## src/rtl/ipu_grid_input.sv

```systemverilog
// ipu_grid_input: synchronizes and debounces the nine tic-tac-toe cell buttons,
// encodes a single stable press into a 4-bit cell index, strobes it into the
// grid_coord register and raises an interrupt that is held until acknowledged.
module ipu_grid_input #(
    parameter int DB_CYCLES = 16,
    parameter int CNT_W     = 16
) (
    input  logic       clk,
    input  logic       rst,
    input  logic [8:0] btn,
    input  logic       int_ack,
    output logic       write_en,
    output logic [3:0] coord_out,
    output logic       ipu_int,
    output logic       multi_err,
    output logic       busy
);

    typedef enum logic [1:0] {
        S_IDLE,
        S_WRITE,
        S_INT,
        S_RELEASE
    } state_t;

    localparam logic [CNT_W-1:0] DB_MAX  = CNT_W'(DB_CYCLES);
    localparam logic [CNT_W-1:0] DB_LAST = CNT_W'(DB_CYCLES - 1);

    logic [8:0]       r_sync1;
    logic [8:0]       r_sync2;
    logic [8:0]       r_prev;
    logic [8:0]       r_db;
    logic [CNT_W-1:0] r_cnt;

    state_t           r_state;
    state_t           w_next;

    logic             w_onehot;
    logic             w_multi;
    logic [3:0]       w_index;

    logic             w_write_en_d;
    logic             w_ipu_int_d;
    logic             w_multi_err_d;
    logic             w_busy_d;
    logic             w_coord_load;

    logic             r_write_en;
    logic [3:0]       r_coord;
    logic             r_ipu_int;
    logic             r_multi_err;
    logic             r_busy;

    // Two-flop synchronizer per button bit.
    // NOTE: sequential state uses <= so every flop samples pre-edge values;
    // blocking = here would collapse the two stages into one.
    always_ff @(posedge clk or negedge rst) begin
        if (!rst) begin
            r_sync1 <= '0;
            r_sync2 <= '0;
        end else begin
            r_sync1 <= btn;
            r_sync2 <= r_sync1;
        end
    end

    // Debounce: accept the synchronized vector once it has been unchanged long enough.
    always_ff @(posedge clk or negedge rst) begin
        if (!rst) begin
            r_prev <= '0;
            r_cnt  <= '0;
            r_db   <= '0;
        end else begin
            r_prev <= r_sync2;
            if (r_sync2 != r_prev) begin
                r_cnt <= '0;
            end else if (r_cnt != DB_MAX) begin
                r_cnt <= r_cnt + 1'b1;
            end
            if ((r_sync2 == r_prev) && (r_cnt == DB_LAST)) begin
                r_db <= r_sync2;
            end
        end
    end

    // Classify the debounced vector and encode the set bit to a cell index.
    // NOTE: every signal written here gets a default first, otherwise a path
    // that skips the assignment would infer a latch.
    always_comb begin
        w_onehot = $onehot(r_db);
        w_multi  = (r_db != '0) && !w_onehot;
        w_index  = 4'hF;
        for (int i = 0; i < 9; i++) begin
            if (r_db[i]) begin
                w_index = 4'(i);
            end
        end
    end

    // FSM state register.
    always_ff @(posedge clk or negedge rst) begin
        if (!rst) begin
            r_state <= S_IDLE;
        end else begin
            r_state <= w_next;
        end
    end

    // FSM next-state logic: at most one request outstanding, buttons ignored once busy.
    always_comb begin
        w_next = r_state;
        case (r_state)
            S_IDLE: begin
                if (w_onehot) begin
                    w_next = S_WRITE;
                end else if (w_multi) begin
                    w_next = S_RELEASE;
                end
            end
            S_WRITE:   w_next = S_INT;
            S_INT:     if (int_ack) w_next = S_RELEASE;
            S_RELEASE: if (r_db == '0) w_next = S_IDLE;
            default:   w_next = S_IDLE;
        endcase
    end

    // FSM output logic: next values for the registered outputs, keyed on the state being entered.
    always_comb begin
        w_write_en_d  = (w_next == S_WRITE);
        w_ipu_int_d   = (w_next == S_INT);
        w_busy_d      = (w_next != S_IDLE);
        w_multi_err_d = (r_state == S_IDLE) && w_multi;
        w_coord_load  = (r_state == S_IDLE) && w_onehot;
    end

    // Output registers; coord holds the last written index until the next write.
    always_ff @(posedge clk or negedge rst) begin
        if (!rst) begin
            r_write_en  <= 1'b0;
            r_coord     <= 4'hF;
            r_ipu_int   <= 1'b0;
            r_multi_err <= 1'b0;
            r_busy      <= 1'b0;
        end else begin
            r_write_en  <= w_write_en_d;
            r_ipu_int   <= w_ipu_int_d;
            r_multi_err <= w_multi_err_d;
            r_busy      <= w_busy_d;
            if (w_coord_load) begin
                r_coord <= w_index;
            end
        end
    end

    assign write_en  = r_write_en;
    assign coord_out = r_coord;
    assign ipu_int   = r_ipu_int;
    assign multi_err = r_multi_err;
    assign busy      = r_busy;

endmodule

```

## config.mk

```make
export PLATFORM = sky130hd
export DESIGN_NAME = ipu_grid_input
export DESIGN_NICKNAME = d
export VERILOG_FILES = /design/src/rtl/ipu_grid_input.sv
export SDC_FILE = /design/constraint.sdc
export NUM_CORES = 1
export LEC_CHECK = 0
export ABC_AREA = 1
export ABC_CLOCK_PERIOD_IN_PS = 3600
export CAP_MARGIN = 20
export CORE_ASPECT_RATIO = 1.1
export CORE_MARGIN = 2
export CORE_UTILIZATION = 45
export CTS_CLUSTER_DIAMETER = 80
export DETAILED_ROUTE_END_ITERATION = 7
export GPL_ROUTABILITY_DRIVEN = 0
export PLACE_DENSITY_LB_ADDON = 0.15
export SYNTH_ARGS = -nofsm -noshare
export SYNTH_HDL_FRONTEND = slang
export SYNTH_SLANG_ARGS = --single-unit
```

## constraint.sdc

```tcl
create_clock -name clk -period 3.6 [get_ports clk]
set_input_delay 0.54 -clock clk [delete_from_list [all_inputs] [get_ports clk]]
set_output_delay 0.54 -clock clk [all_outputs]
set_load 0.01 [all_outputs]
```

==> results.toml, run 1 <==
[cells_and_area]
drive_gt1_share_pct = 11.9
finalNonFillerCells = 461
multi_input_area_mm2 = 0.00118
nFillCells = 593
seq_area_mm2 = 0.00156
fin_area_mm2 = 0.00347
syn_to_final_growth_pct = 16.4
antenna_cells = 0
layout.nets = 397

[critical_path]
end_kind = "flip-flop"
arrival_ns = 3.67
start_kind = "flip-flop"
rrSetupSlack_ns = 0.22
reg2reg_depth = 14
worst-setup-path-type = "flip-flop to flip-flop"
critPathMaxFanout = 8
cp.required_ns = 3.88

[detailed_routing]
first_pass_iters = 4
routed_wl_mm = 5.00
wl_per_cell_um = 10.8
vias = 2149
drtIter0Drc = 111
ant_nets = 0
drc_errors = 0
viasPerCell = 4.66

[grt]
grt_overflow = 0
grt_pass1_vias = 2076
antenna_found_initial = 0
gr-usage-all-layers_pct = 16.5
grt_max_degree = 50
grt_pass1_wl_mm = 8.97

[cts]
tritoncts = "yes"
htree_levels = 3
root_buffer = "clkbuf_8"
cts_inserted_buffers = 9
cts_buffer_depth = 2
cts_sinks = 62
clk_pin_slew_worst_paths_ns = 0.07
insertion_delay_ns = 0.34

[placed_design]
port_buffers = 19
dp_hpwl_mm = 3.66
placed_area_mm2 = 0.00326
placed_cells = 444

[outcome]
status = "completed"

[synth]
synth.net_count = 367
synth_seq_cells = 62
synthCells = 344
synth_area_mm2 = 0.00298
syn_avg_cell_area_um2 = 8.65
yosys_warnings = 0
yosysSeqAreaShare_pct = 52.3
synthDistinctLibCells = 28

[sta]
finalMaxSlewViolations = 0
finalSetupViolCount = 0
tns_ns = 0
timing.fmax_mhz = 295
finalHoldViolations = 0
period_needed_ns = 3.38
skew_ns = 0.00509
tightest_slew_ns = 0.476
relSlewSlack_pct = 68.2
period_share_pct = 94.0

[job]
cap_violations = 0

[die]
die_h_um = 89.3
die-area_mm2 = 0.00728
die_x_um = 81.5
rows = 31
core_area_mm2 = 0.00648
start_util_pct = 46.0
num_io_pins = 20

[power_and_ir_drop]
powerDensity_mw_per_mm2 = 416
leakagePower_nw = 1.69
peakVddDrop_mv = 0.262

[worst_hold_path]
hold_path.class = "primary input to async pin"
==> critical path, stage by stage (launching register included) <==
cell     delay, ns
dfrtp_1       0.37
inv_1         0.08
fa_1          0.55
fa_1          0.42
fa_1          0.43
inv_1         0.08
fa_1          0.19
inv_1         0.06
fa_1          0.48
nand3_1       0.08
a21oi_2       0.19
nand2_2       0.14
nor2_1        0.14
nand2_1       0.07
nand2_1       0.06
==> worst paths after layout <==
path | startpoint | to
worst max register to register | r_db[0] | coord_out[1]
worst max-delay path | r_db[0] | coord_out[1]
worst min-delay path | rst | r_state[0]
worst min register to register | r_sync1[2] | r_sync2[2]
max in group asynchronous | rst | r_sync2[8]
min in group clk | r_sync1[2] | r_sync2[2]
==> layout by cell type, fill, tap and decap left out, drive strengths merged, types with 8 or more instances in the layout <==
cell | synthesis | final
nand2 | 101 | 101
inv | 62 | 64
dfrtp | 58 | 58
nor2 | 39 | 39
clkdlybuf4s50 | 0 | 18
nand3 | 16 | 16
nand4 | 14 | 14
nor3 | 12 | 12
clkbuf | 0 | 9
a21oi | 8 | 8
==> cell type report <==
| cell class | instances | area share (%) |
|---|---|---|
| clock buffer | 9 | 3.57 |
| multi-input combinational | 218 | 34.0 |
| sequential | 62 | 44.9 |
| inverter | 62 | 6.71 |
| clock inverter | 7 | 1.70 |
| timing repair buffer | 21 | 6.14 |
| tap | 82 | 2.96 |
==> what timing repair did <==
action                                 CTS  global route
setup endpoints to repair                0             6
buffers inserted                         0             0
hold buffers                             0             0
endpoints found under the hold margin    0             0
resized for setup                        0             3
==> sequential cells by signal, indices dropped and copies added (netlist names) <==
name,cells
r_sync1,9
r_db,9
busy,1
write_en,1
r_state,2
r_cnt,16
r_prev,9
ipu_int,1
multi_err,1
r_sync2,9
coord_out,4
==> cells by family (layout without fill, tap and decap cells) <==
kind of cell / count (synthesis) / after routing / synth area share [%]
simple gates: 186 / 186 / 29.4
buf+inv: 64 / 99 / 8.32
flops: 62 / 62 / 52.3
compound gates: 19 / 19 / 3.53
fa+ha+maj: 11 / 11 / 5.88
xor+xnor: 2 / 2 / 0.589
==> stage by stage <==
stage	utilization [%]	worst slack, ns	power (mW)	hold WS [ns]
finish	53.5	0.216	1.44	0.118
global route	53.5	-0.00168	1.53	0.131
CTS	53.1	0.0541	1.47	0.354
detailed placement	50.3	0.0744	0.904	0.336
global placement	50.3	0.184	0.896	0.332
floorplan	-	0.328	0.839	0.244
==> synthesized netlist by cell type <==
cell,count,share of area [%]
inv_1,59,7.4
a31oi_1,2,0.42
and2_1,1,0.21
nor2_4,4,1.5
nor2_8,1,0.67
nand2_2,5,1.1
nand4_1,14,2.9
o21a_1,1,0.25
fa_1,5,3.4
buf_4,2,0.50
o21bai_1,1,0.25
nor3_4,1,0.55
nand2_1,96,12
nand3_1,15,2.5
inv_2,3,0.38
o211ai_1,1,0.25
ha_1,6,2.5
dfrtp_1,58,49
nor2_2,5,1.1
and3_1,2,0.42
dfstp_2,4,3.5
nand3b_1,1,0.25
o21ai_0,6,1.0
nor3_1,11,1.8
nand3_4,1,0.59
a21oi_1,8,1.3
xnor2_1,2,0.59
nor2_1,29,3.7
==> layer usage <==
metal	wire length, um	up-vias	share of wire (%)	GRT usage (%)
met3	152	9	3.0	4.24
met5	0	-	0	0
met1	2260	985	45	19.6
li1	-	1125	-	-
met2	2470	30	49	27.3
met4	114	0	2.3	8.94
==> report_power, final <==
part / total, mW / internal, mW / switching [mW]
sequential: 0.757 / 0.735 / 0.0225
clock: 0.550 / 0.258 / 0.292
combinational: 0.133 / 0.0601 / 0.0729
No activity file was read; power rests on OpenSTA's default activity.
==> inputs of run 2 (changes only) <==
--- a/config.mk
+++ b/config.mk
@@ -15,6 +15,7 @@
 export DETAILED_ROUTE_END_ITERATION = 7
 export GPL_ROUTABILITY_DRIVEN = 0
 export PLACE_DENSITY_LB_ADDON = 0.15
+export RECOVER_POWER = 25
 export SYNTH_ARGS = -nofsm -noshare
 export SYNTH_HDL_FRONTEND = slang
 export SYNTH_SLANG_ARGS = --single-unit
==> run 2 against run 1 <==
Net effect:
- clock skew unchanged
- sequential share of layout area about the same
- fmax unchanged
- hold slack better by 0.20 ns
- sequential cell count unchanged
- first-iteration DRC count unchanged
- clock power about the same
- cell area about the same
- global-route usage unchanged
- sequential power about the same
- cell count unchanged
- critical path type unchanged
- critical endpoint unchanged
- largest cell class unchanged
==> results.toml, run 2 (synthesized netlist as in run 1, its figures left out) <==
[cells_and_area]
layout_commonest_cell = "nand2_1"
syn_to_final_growth_pct = 16.4
layout.nets = 397
largest_register_ffs = 16
final_cell_mix = "nand2_1 (95), inv_1 (59), dfrtp_1 (58)"
max_flop_register = "r_cnt"
antenna_cells = 0
drive_gt1_share_pct = 11.6
post-route-util_pct = 53.5
fin_area_mm2 = 0.00346

[detailed_routing]
drc_errors = 0
first_pass_iters = 4
viasPerCell = 4.66
vias = 2149
drtIter0Drc = 111
wl_per_cell_um = 10.8
routed_wl_mm = 5.00
ant_nets = 0

[placed_design]
dp_hpwl_mm = 3.66
port_buffers = 19
placed_area_mm2 = 0.00326

[worst_hold_path]
hold_path.class = "primary input to async pin"

[grt]
grt_pass1_wl_mm = 8.97
gr-usage-all-layers_pct = 16.5
grt_pass1_vias = 2076
grt_max_degree = 50
antenna_found_initial = 0
grt_overflow = 0

[die]
die_x_um = 81.5
start_util_pct = 46.0
die-area_mm2 = 0.00728
core_area_mm2 = 0.00648
num_io_pins = 20
rows = 31
die_h_um = 89.3

[sta]
period_needed_ns = 3.38
tightest_slew_ns = 0.931
finalHoldViolations = 0
skew_ns = 0.00509
finalMaxSlewViolations = 0
relSlewSlack_pct = 38.0
period_share_pct = 94.0
finalSetupViolCount = 0
timing.fmax_mhz = 295

[critical_path]
critPathMaxFanout = 8
end_kind = "flip-flop"
r2r_start = "r_db[0]"
start_kind = "flip-flop"
r2r_end = "coord_out[1]"
cp-startpoint = "r_db[0]"
rrSetupSlack_ns = 0.22
crit_end = "coord_out[1]"
reg2reg_depth = 14
worst-setup-path-type = "flip-flop to flip-flop"
arrival_ns = 3.67
cp.required_ns = 3.88

[cts]
cts_inserted_buffers = 9
cts_setup_buffers = 0
htree_levels = 3
insertion_delay_ns = 0.34
root_buffer = "clkbuf_8"
cts_buffer_depth = 2
clk_pin_slew_worst_paths_ns = 0.07
tritoncts = "yes"
cts_sinks = 62

[power_and_ir_drop]
peakVddDrop_mv = 0.262
leakagePower_nw = 1.69
powerDensity_mw_per_mm2 = 416

[outcome]
status = "completed"

[job]
cap_violations = 0
==> run 2: cell count changes in the layout (fill, tap and decap cells not counted), sizes merged <==
cell    before  now
buf          3    2
clkbuf       9   10
==> run 2: power by group <==
group / internal, mW / switching, mW
logic: 0.0599 / 0.0729
registers: 0.735 / 0.0225
clock network: 0.258 / 0.292
==> run 2: final cells by class <==
class / instances / area [um2]
Clock buffer: 9 / 124
Clock inverter: 7 / 58.8
Fill cell: 594 / 3010
Inverter: 62 / 233
Multi-Input combinational cell: 218 / 1180
Sequential cell: 62 / 1560
Tap cell: 82 / 103
Timing Repair Buffer: 21 / 211
==> run 2: worst min-delay path by stage <==
stage	from	to	slack, ns	cells after the start
finish	rst	r_state[0]	0.32	1
global route	r_sync1[2]	r_sync2[2]	0.35	0
CTS	r_sync1[2]	r_sync2[2]	0.35	0
detailed placement	r_sync1[1]	r_sync2[1]	0.34	0
global placement	r_sync1[1]	r_sync2[1]	0.33	0
floorplan	rst	busy	0.24	0
==> run 2: layer usage <==
metal | wire (um) | vias to the layer above | global-route usage, %
met4 | 114 | 0 | 8.94
met1 | 2260 | 985 | 19.6
met2 | 2470 | 30 | 27.3
li1 | - | 1125 | -
met3 | 152 | 9 | 4.24
met5 | 0 | - | 0
==> run 2: worst max-delay path, stage by stage, from the launching register on <==
cell and delay (ns):
dfrtp_1 0.37, inv_1 0.08, fa_1 0.55, fa_1 0.42, fa_1 0.43, inv_1 0.08, fa_1 0.19, inv_1 0.06
fa_1 0.48, nand3_1 0.08, a21oi_2 0.19, nand2_2 0.14, nor2_1 0.14, nand2_1 0.07, nand2_1 0.06
==> run 2: what timing repair did <==
action	CTS	global route
endpoints found under the setup margin	0	6
hold buffers	0	0
gates resized for setup	0	3
==> run 2: metrics by stage <==
stage / TNS [ns] / worst slack (ns) / hold slack, ns / power, mW / cells
floorplan: 0 / 0.328 / 0.244 / 0.839 / 344
global placement: 0 / 0.184 / 0.332 / 0.896 / 444
detailed placement: 0 / 0.0744 / 0.336 / 0.904 / 444
CTS: 0 / 0.0541 / 0.354 / 1.47 / 460
global route: -0.00168 / -0.00168 / 0.355 / 1.53 / 461
finish: 0 / 0.216 / 0.317 / 1.44 / 461
==> edit: new RTL, flow settings as in run 1 <==
Register the input `btn` before use, without a reset. The logic sees it one clock later. The other inputs are not delayed to match.
--- a/src/rtl/ipu_grid_input.sv
+++ b/src/rtl/ipu_grid_input.sv
@@ -25,6 +25,12 @@
 
     localparam logic [CNT_W-1:0] DB_MAX  = CNT_W'(DB_CYCLES);
     localparam logic [CNT_W-1:0] DB_LAST = CNT_W'(DB_CYCLES - 1);
+
+    logic [8:0] btn_q;
+
+    always_ff @(posedge clk) begin
+        btn_q <= btn;
+    end
 
     logic [8:0]       r_sync1;
     logic [8:0]       r_sync2;
@@ -59,7 +65,7 @@
             r_sync1 <= '0;
             r_sync2 <= '0;
         end else begin
-            r_sync1 <= btn;
+            r_sync1 <= btn_q;
             r_sync2 <= r_sync1;
         end
     end
Check against the original RTL: no difference found for any inputs over 10 cycles, from zero or initial values and one cycle with rst low; that may be too few to reach the edited logic, so the function may still have changed.
==> edit against run 1 <==
Worst setup slack better by 23 ps; count of clock-buffer cells in the layout unchanged; sequential cell count up 9; die area up 4.6%; first-iteration DRC count down 11%; final area up 3.7%; routed wire length down 2.5%; area after synthesis up 4.8%; synthesized cell count down 7.6%; total power up 9.8%; critical path depth unchanged; critical endpoint unchanged; largest power group unchanged.
==> edit: results <==
[grt]
grt_first_pass_wirelength_um = 9050
grt_max_degree = 28
grt_pass1_vias = 1995
grt.total_usage = 0.150

[sta]
holdWs_ps = 190
max-slew-margin-rel = 0.603
fmax_ghz = 0.297
finalClockSkew_ps = 15.2

[detailed_routing]
wl_per_cell_um = 11.2
routed-via-count = 2090
first_iter_violations = 99

[final_layout]
nFillCells = 604
multi_input_area_um2 = 1190
fin_cells = 435
layout-drive-gt1-share = 0.144
postLayoutCellArea_um2 = 3590
multi_input_cells = 198
layout.nets = 371
area_share_nonclk_buffers = 0.0557
design.seq.count = 71
seqAreaFraction = 0.483

[pwr]
powerClk_mw = 0.594
power.switching_mw = 0.420
clockPowerShare = 0.376
peakVddDrop_uv = 274
p_leak_nw = 1.68

[synthesis]
synth-compound-area-share = 0.0309
synthAdderAreaFrac = 0.0562
synth_seq_area_share = 0.557
synth_xor_area_frac = 0.0253
synthTopCellsByCount = "68 x nand2_1, 58 x dfrtp_1, 43 x inv_1"
yosysUniqueCellTypes = 31
async_flop_share = 0.873
synthesis.nets = 341
ys_top_cells_by_area = "dfrtp_1 47%, nand2_1 8.2%, dfxtp_1 5.8%, inv_1 5.2%, nand3_1 3.9%"
syn_inst = 318

[clocking]
clock_latency_ps = 340
clkTransAtPathRegs_ps = 90

[placement]
dp_hpwl_um = 3500
place_inst = 419
dp_slack_ps = 122

[setup_path]
endpoint = "coord_out[1]"
r2r_start = "r_db[0]"
r2r_setup_slack_ps = 240
worstPathArrival_ps = 3630

[status]
outcome = "finished, final reports clean"
-- edit: cell count changes after synthesis, moves of 7 or more --
| cell | run 1 | this run |
|---|---|---|
| nand3_1 | 15 | 24 |
| nand2_1 | 96 | 68 |
| inv_1 | 59 | 43 |
| dfxtp_1 | 0 | 9 |
| nor3_1 | 11 | 4 |
-- edit: worst max-delay path, stage by stage (launching register included) --
cell and delay (ps):
dfrtp_1 390, inv_1 80, fa_1 560, fa_1 420, fa_1 490, inv_1 40, fa_1 380, inv_1 90
fa_1 400, nand3_1 110, a21oi_2 50, nand2_2 130, nor2_2 50, nand2_1 50, nand2_1 50
-- edit: metal layers --
layer / part of all wire / GRT usage / vias up
li1: - / - / 1078
met1: 0.47 / 0.196 / 963
met2: 0.47 / 0.235 / 37
met3: 0.032 / 0.0318 / 12
met4: 0.021 / 0.0820 / 0
met5: 0 / 0 / -
-- edit: what timing repair did --
action | CTS | global route
buffers inserted | 0 | 0
hold buffers | 0 | 0
endpoints found under the setup margin | 0 | 4
gates resized for setup | 0 | 3
